## src/rtl/upcount_ctrl.sv

```systemverilog
// Sequencing controller for the 4-bit up counter datapath: loads a start value,
// counts to a terminal value at a prescaled rate, and reports busy/done/wrap.
module upcount_ctrl #(
    parameter int WIDTH    = 4,
    parameter int PRESCALE = 1
) (
    input  logic             clk,
    input  logic             reset,
    input  logic             start,
    input  logic             stop,
    input  logic [WIDTH-1:0] load_val,
    input  logic [WIDTH-1:0] term_val,
    input  logic             auto_reload,
    input  logic             step_en,
    output logic [WIDTH-1:0] count_out,
    output logic             busy,
    output logic             done,
    output logic             wrap
);

    typedef enum logic [1:0] {
        IDLE = 2'd0,
        LOAD = 2'd1,
        RUN  = 2'd2
    } state_t;

    localparam logic [7:0]       PS_MAX = 8'(PRESCALE - 1);
    localparam logic [WIDTH-1:0] ONE    = WIDTH'(1);
    localparam logic [WIDTH-1:0] ALL1   = '1;

    state_t           state;
    logic [7:0]       prescaler;
    logic [WIDTH-1:0] load_r;
    logic [WIDTH-1:0] term_r;
    logic             rl_r;
    logic             tick;

    assign tick = step_en && (prescaler == PS_MAX);

    // done and wrap default low every cycle so each is a single-cycle pulse;
    // stop is checked before the tick so it overrides terminal and wrap events.
    always_ff @(posedge clk) begin
        if (reset) begin
            state     <= IDLE;
            count_out <= '0;
            busy      <= 1'b0;
            done      <= 1'b0;
            wrap      <= 1'b0;
            prescaler <= '0;
            load_r    <= '0;
            term_r    <= '0;
            rl_r      <= 1'b0;
        end else begin
            done <= 1'b0;
            wrap <= 1'b0;
            case (state)
                IDLE: begin
                    if (start) begin
                        load_r <= load_val;
                        term_r <= term_val;
                        rl_r   <= auto_reload;
                        busy   <= 1'b1;
                        state  <= LOAD;
                    end
                end
                LOAD: begin
                    if (stop) begin
                        busy  <= 1'b0;
                        state <= IDLE;
                    end else begin
                        count_out <= load_r;
                        prescaler <= '0;
                        state     <= RUN;
                    end
                end
                RUN: begin
                    if (stop) begin
                        busy  <= 1'b0;
                        state <= IDLE;
                    end else if (tick) begin
                        prescaler <= '0;
                        if (count_out == term_r) begin
                            done <= 1'b1;
                            if (rl_r) begin
                                count_out <= load_r;
                            end else begin
                                busy  <= 1'b0;
                                state <= IDLE;
                            end
                        end else begin
                            count_out <= count_out + ONE;
                            wrap      <= (count_out == ALL1);
                        end
                    end else if (step_en) begin
                        prescaler <= prescaler + 8'd1;
                    end
                end
                default: begin
                    busy  <= 1'b0;
                    state <= IDLE;
                end
            endcase
        end
    end

endmodule

```

## config.mk

```make
export PLATFORM = sky130hd
export DESIGN_NAME = upcount_ctrl
export DESIGN_NICKNAME = d
export VERILOG_FILES = /design/src/rtl/upcount_ctrl.sv
export SDC_FILE = /design/constraint.sdc
export NUM_CORES = 1
export LEC_CHECK = 0
export CAP_MARGIN = 20
export CORE_UTILIZATION = 35
export DETAILED_ROUTE_END_ITERATION = 10
export GPL_TIMING_DRIVEN = 0
export PLACE_DENSITY = 0.64
export SETUP_SLACK_MARGIN = 0.5
export SKIP_CTS_REPAIR_TIMING = 1
export SLEW_MARGIN = 20
export SYNTH_ARGS = -nofsm -noshare
export SYNTH_HDL_FRONTEND = slang
export SYNTH_SLANG_ARGS = --single-unit
```

## constraint.sdc

```tcl
create_clock -name clk -period 1.6 [get_ports clk]
set_input_delay 0.32 -clock clk [delete_from_list [all_inputs] [get_ports clk]]
set_output_delay 0.32 -clock clk [all_outputs]
set_load 0.02 [all_outputs]
```

==> results of run 1 <==
[how the worst max path moves through the flow]
stage,from,end,cells after the start
CTS,count_out[0],count_out[0],1
global route,prescaler[3],busy,5
floorplan,count_out[3],count_out[3],5
detailed placement,step_en,count_out[0],6
finish,prescaler[3],busy,5
global placement,step_en,prescaler[0],6
[sequential cells by signal, indices dropped and copies added (netlist names)]
register	count
prescaler	8
count_out	4
load_r	4
term_r	4
state	2
busy	1
done	1
rl_r	1
wrap	1
[layout by cell type (no fill, tap or decap), drive strengths merged, types with 4 or more instances in the layout]
| cell type | netlist | layout |
|---|---|---|
| nand2b | 4 | 4 |
| xor2 | 6 | 6 |
| nand2 | 6 | 6 |
| xnor2 | 6 | 6 |
| a21oi | 6 | 6 |
| clkbuf | 1 | 8 |
| nor2 | 25 | 25 |
| clkdlybuf4s50 | 0 | 10 |
| inv | 5 | 5 |
| dfxtp | 26 | 26 |
| nand4 | 6 | 6 |
| mux2i | 10 | 10 |
| buf | 3 | 20 |
[cell type report]
type                            instances  share of cell area
Clock buffer                            4              0.0145
Sequential cell                        26               0.312
Multi-Input combinational cell        101               0.457
Tap cell                               46              0.0317
Inverter                                5              0.0103
Timing Repair Buffer                   32               0.158
Buffer                                  4              0.0165
[metal layers]
metal,up-vias,routed length (µm)
met4,0,63
met3,4,61
met2,15,1470
met1,522,1390
met5,-,0
li1,546,-
[where the power goes]
group	leakage [nW]	switching (mW)	total (mW)	internal, mW
logic	0.445	0.112	0.253	0.140
clock network	0.0150	0.195	0.292	0.0978
registers	0.223	0.0351	0.698	0.663
[cells by family (layout without fill, tap and decap cells)]
kind of cell             count (synthesis)  after routing  share of synthesized area
AND/OR/NAND/NOR                         57             57                      0.234
flip-flops                              26             26                      0.424
AO/OA/AOI/OAI                           18             18                      0.105
XOR/XNOR                                12             12                     0.0857
multiplexers                            11             11                     0.0908
buffers and inverters                    9             45                     0.0296
adder cells (fa/ha/maj)                  3              3                     0.0306
[critical path, stage by stage (launching register included)]
cell and delay [ns]:
dfxtp_4 0.39, nor4_4 0.31, nand4_1 0.19, or3_4 0.40, a21oi_1 0.13, nor2_1 0.06
[per-stage QoR]
| stage | instances | utilization | TNS, ns | area, µm² | worst slack, ns |
|---|---|---|---|---|---|
| after CTS | 205 | 0.474 | -0.409 | 1580 | -0.0968 |
| after floorplan | 136 | - | 0 | 1310 | 0.129 |
| final | 218 | 0.544 | 0 | 1820 | 0.00832 |
| after global routing | 218 | 0.544 | -0.0713 | 1820 | -0.0315 |
| after detailed placement | 201 | 0.466 | -4.10 | 1560 | -0.242 |
| after global placement | 201 | 0.466 | -3.76 | 1560 | -0.217 |
==> impl_metrics.py, run 1 <==
metrics = {
    "floorplanning": {
        "die_area_mm2": 0.00374,
        "start_util": 0.367,
        "rows": 21,
        "ioPinCount": 21,
        "die_h_um": 61.2,
        "fp.dieW_um": 61.2,
        "coreArea_mm2": 0.00334,
    },
    "sta": {
        "fin_skew_ns": 0.0138,
        "drv_slew": 0,
        "worstMarginPinSlew_ns": 0.493,
        "setup_viol": 0,
        "hold_viol_final": 0,
        "period_needed_ns": 1.59,
        "period_share": 0.995,
        "maxSlewHeadroom": 0.671,
        "max_freq_mhz": 628,
        "rsz0062_at_grt": "yes",
        "whs_ns": 0.372,
    },
    "grt": {
        "first_global_vias": 913,
        "overflow": 0,
        "grt_max_degree": 15,
        "antenna_found_initial": 0,
        "grt_util_met2": 0.244,
        "grt_use_total": 0.151,
        "top_usage_layer": "met2",
        "met3_usage": 0.0189,
        "grt_pass1_wl_um": 4140,
        "gr-usage-met1": 0.203,
    },
    "synthesis": {
        "synth_nets": 153,
        "synth.top_cell.area_share": 0.424,
        "ys_seq_area_frac": 0.424,
        "yosysUniqueCellTypes": 34,
        "syn_avg_cell_area_um2": 9.02,
        "netlist_top_cells_area": "dfxtp_1, mux2i_1, nor2_1",
        "synth_edf_count": 0,
        "synth_area_mm2": 0.00123,
        "synth.top_cells.by_count": "dfxtp_1, nor2_1, mux2i_1",
        "async_reset_ff_frac": 0,
        "synth_most_common_cell": "dfxtp_1",
        "synth_warnings": 0,
        "synthCells": 136,
        "yosysTopAreaCell": "dfxtp_1",
        "ys_seq_elements": 26,
        "synthFlopType": "dfxtp_1",
    },
    "finish": {
        "fillers": 321,
        "register_area_um2": 567,
        "syn_to_final_growth_pct": 48.2,
        "layout-drive-gt1-share": 0.366,
        "final_nets": 190,
        "multiInputGateArea_um2": 831,
        "antenna_cells": 0,
    },
    "drt": {
        "drt-initial-drc-count": 24,
        "drc": 0,
        "routed_wl_um": 2990,
        "wl_per_cell_um": 13.7,
        "routed_via_density": 4.99,
        "dr.pass1.iters": 4,
        "vias": 1087,
        "ant_nets": 0,
    },
    "flow_run": {
        "drv_cap": 0,
    },
    "setup_path": {
        "reg2reg_depth": 5,
        "path_class": "reg -> reg",
        "rr_endpoint": "busy",
        "cp-end-kind": "register",
        "crit_required_ns": 1.80,
        "start_kind": "register",
        "cp_max_fo": 5,
        "cp.arrival_ns": 1.79,
        "rr_startpoint": "prescaler[3]",
        "reg2reg_slack_ns": 0.008,
    },
    "clocking": {
        "clk_root_buffer_cell": "clkbuf_4",
        "cts-htree-levels": 1,
        "numCtsBuffers": 3,
        "path_clk_slew_ns": 0.14,
        "cts.sinks": 26,
        "cts_tree": "built",
        "max-clock-path-buffers": 2,
        "clock_latency_ns": 0.33,
    },
    "hold_path": {
        "hp-class": "in -> reg",
        "min_to": "load_r[1]",
        "min_from": "reset",
        "hold_depth": 2,
    },
    "power_and_ir_drop": {
        "leakage_nw": 0.683,
        "design_power_total_mw": 1.24,
        "vdd_drop_max_uv": 326,
        "p_per_area_mw_per_mm2": 684,
    },
    "placement": {
        "place_hpwl_um": 1930,
        "gp_congestion": 0.744,
        "port_buffers": 19,
    },
    "outcome": {
        "outcome": "complete, no violations",
    },
}
Power figures use the tool's default switching activity.
==> inputs of run 2 (changes only) <==
SETUP_SLACK_MARGIN = 0.4   (was 0.5)
==> impl_metrics.py, run 2 (synthesized netlist as in run 1, its figures left out) <==
metrics = {
    "outcome": {
        "outcome": "complete, no violations",
    },
    "sta": {
        "worstMarginPinSlew_ns": 0.463,
        "max_freq_mhz": 644,
        "fin_skew_ns": 0.00677,
        "setup_ws_ns": 0.0467,
        "maxSlewHeadroom": 0.691,
        "setup_viol": 0,
        "drv_slew": 0,
        "rsz0062_at_grt": "yes",
        "period_needed_ns": 1.55,
        "whs_ns": 0.373,
        "period_share": 0.971,
        "hold_viol_final": 0,
    },
    "grt": {
        "grt_use_total": 0.143,
        "antenna_found_initial": 0,
        "overflow": 0,
        "grt_pass1_wl_um": 3960,
        "first_global_vias": 919,
        "grt_max_degree": 16,
    },
    "drt": {
        "dr.pass1.iters": 4,
        "drc": 0,
        "routed_wl_um": 2890,
        "ant_nets": 0,
        "vias": 1103,
        "drt-initial-drc-count": 45,
        "wl_per_cell_um": 13.3,
        "routed_via_density": 5.06,
    },
    "clocking": {
        "cts.sinks": 26,
        "cts-htree-levels": 1,
        "cts_tree": "built",
        "clk_root_buffer_cell": "clkbuf_4",
        "max-clock-path-buffers": 2,
        "numCtsBuffers": 3,
        "clock_latency_ns": 0.33,
        "path_clk_slew_ns": 0.15,
    },
    "floorplanning": {
        "rows": 21,
        "coreArea_mm2": 0.00334,
        "ioPinCount": 21,
        "die_h_um": 61.2,
        "start_util": 0.367,
        "die_area_mm2": 0.00374,
        "fp.dieW_um": 61.2,
    },
    "finish": {
        "fillers": 302,
        "antenna_cells": 0,
        "syn_to_final_growth_pct": 48.9,
        "instances_no_fill": 218,
        "layout_commonest_cell": "nor2_1",
        "final_nets": 190,
        "layout-drive-gt1-share": 0.349,
        "largest_reg_flops": 8,
        "post-route-util": 0.547,
        "postLayoutCellArea_mm2": 0.00183,
        "layout_common_cells": "nor2_1, clkdlybuf4s50_1, mux2i_1, dfxtp_1, buf_4",
        "multiInputGateArea_um2": 827,
        "register_area_um2": 561,
        "largest_register": "prescaler",
    },
    "setup_path": {
        "reg2reg_depth": 6,
        "rr_startpoint": "prescaler[2]",
        "reg2reg_slack_ns": 0.05,
        "cp.arrival_ns": 1.80,
        "rr_endpoint": "count_out[1]",
        "crit_required_ns": 1.85,
        "cp_max_fo": 5,
        "critPathLaunch": "prescaler[2]",
        "start_kind": "register",
        "cp-end-kind": "register",
        "critPathCapture": "count_out[1]",
        "path_class": "reg -> reg",
    },
    "power_and_ir_drop": {
        "leakage_nw": 0.687,
        "vdd_drop_max_uv": 334,
        "p_per_area_mw_per_mm2": 777,
    },
    "hold_path": {
        "hp-class": "in -> reg",
    },
    "placement": {
        "place_hpwl_um": 1890,
        "placed_area_mm2": 0.00156,
        "port_buffers": 19,
        "gp_congestion": 0.750,
        "pre_cts_ws_ns": -0.241,
        "dp.cells": 201,
    },
    "flow_run": {
        "drv_cap": 0,
    },
}
-- run 2: routing by layer --
metal	GRT usage	share of wire
met5	0	0
met4	0.0617	0.016
met3	0.0126	0.021
met2	0.231	0.48
met1	0.194	0.49
-- run 2: critical path, cell delays in order, from the launching register on --
cell      delay [ns]
dfxtp_4         0.38
nor4_4          0.29
and4_1          0.24
o221a_4         0.25
buf_6           0.11
nor2_2          0.03
a211oi_1        0.18
-- run 2: worst min path at each step --
stage	start	endpoint	slack, ns	cells after the start
final	reset	state[0]	0.37	2
after global routing	reset	load_r[1]	0.41	2
after detailed placement	load_r[2]	count_out[2]	0.48	2
after CTS	reset	state[0]	0.37	2
after global placement	load_r[2]	count_out[2]	0.46	2
after floorplan	stop	state[1]	0.39	1
-- run 2: area by class of cell --
type	count	share of cell area
plain buffers	4	0.0164
clock buffers	3	0.0123
clock inverters	1	0.0164
inverters	5	0.0103
multi-input cells	101	0.453
flip-flops and latches	26	0.307
well taps	46	0.0315
repair buffers	32	0.153
-- run 2: power breakdown --
part | switching, mW | internal (mW)
clock | 0.209 | 0.254
combinational | 0.111 | 0.142
sequential | 0.0363 | 0.667
total | 0.356 | 1.06
-- run 2: through the flow --
| step | total power [mW] | TNS, ns |
|---|---|---|
| 2_1_floorplan | 0.836 | 0 |
| 3_3_place_gp | 0.904 | -3.76 |
| 3_5_place_dp | 0.909 | -4.14 |
| 4_1_cts | 1.36 | -0.446 |
| 5_1_grt | 1.47 | -0.0481 |
| 6_report | 1.42 | 0 |
==> inputs of run 3 (changes only) <==
CAP_MARGIN = 30   (was 20)
GPL_ROUTABILITY_DRIVEN = 0   (was default)
==> results of run 3 <==
No change in the layout: final DEF, timing and power equal those of run 2.
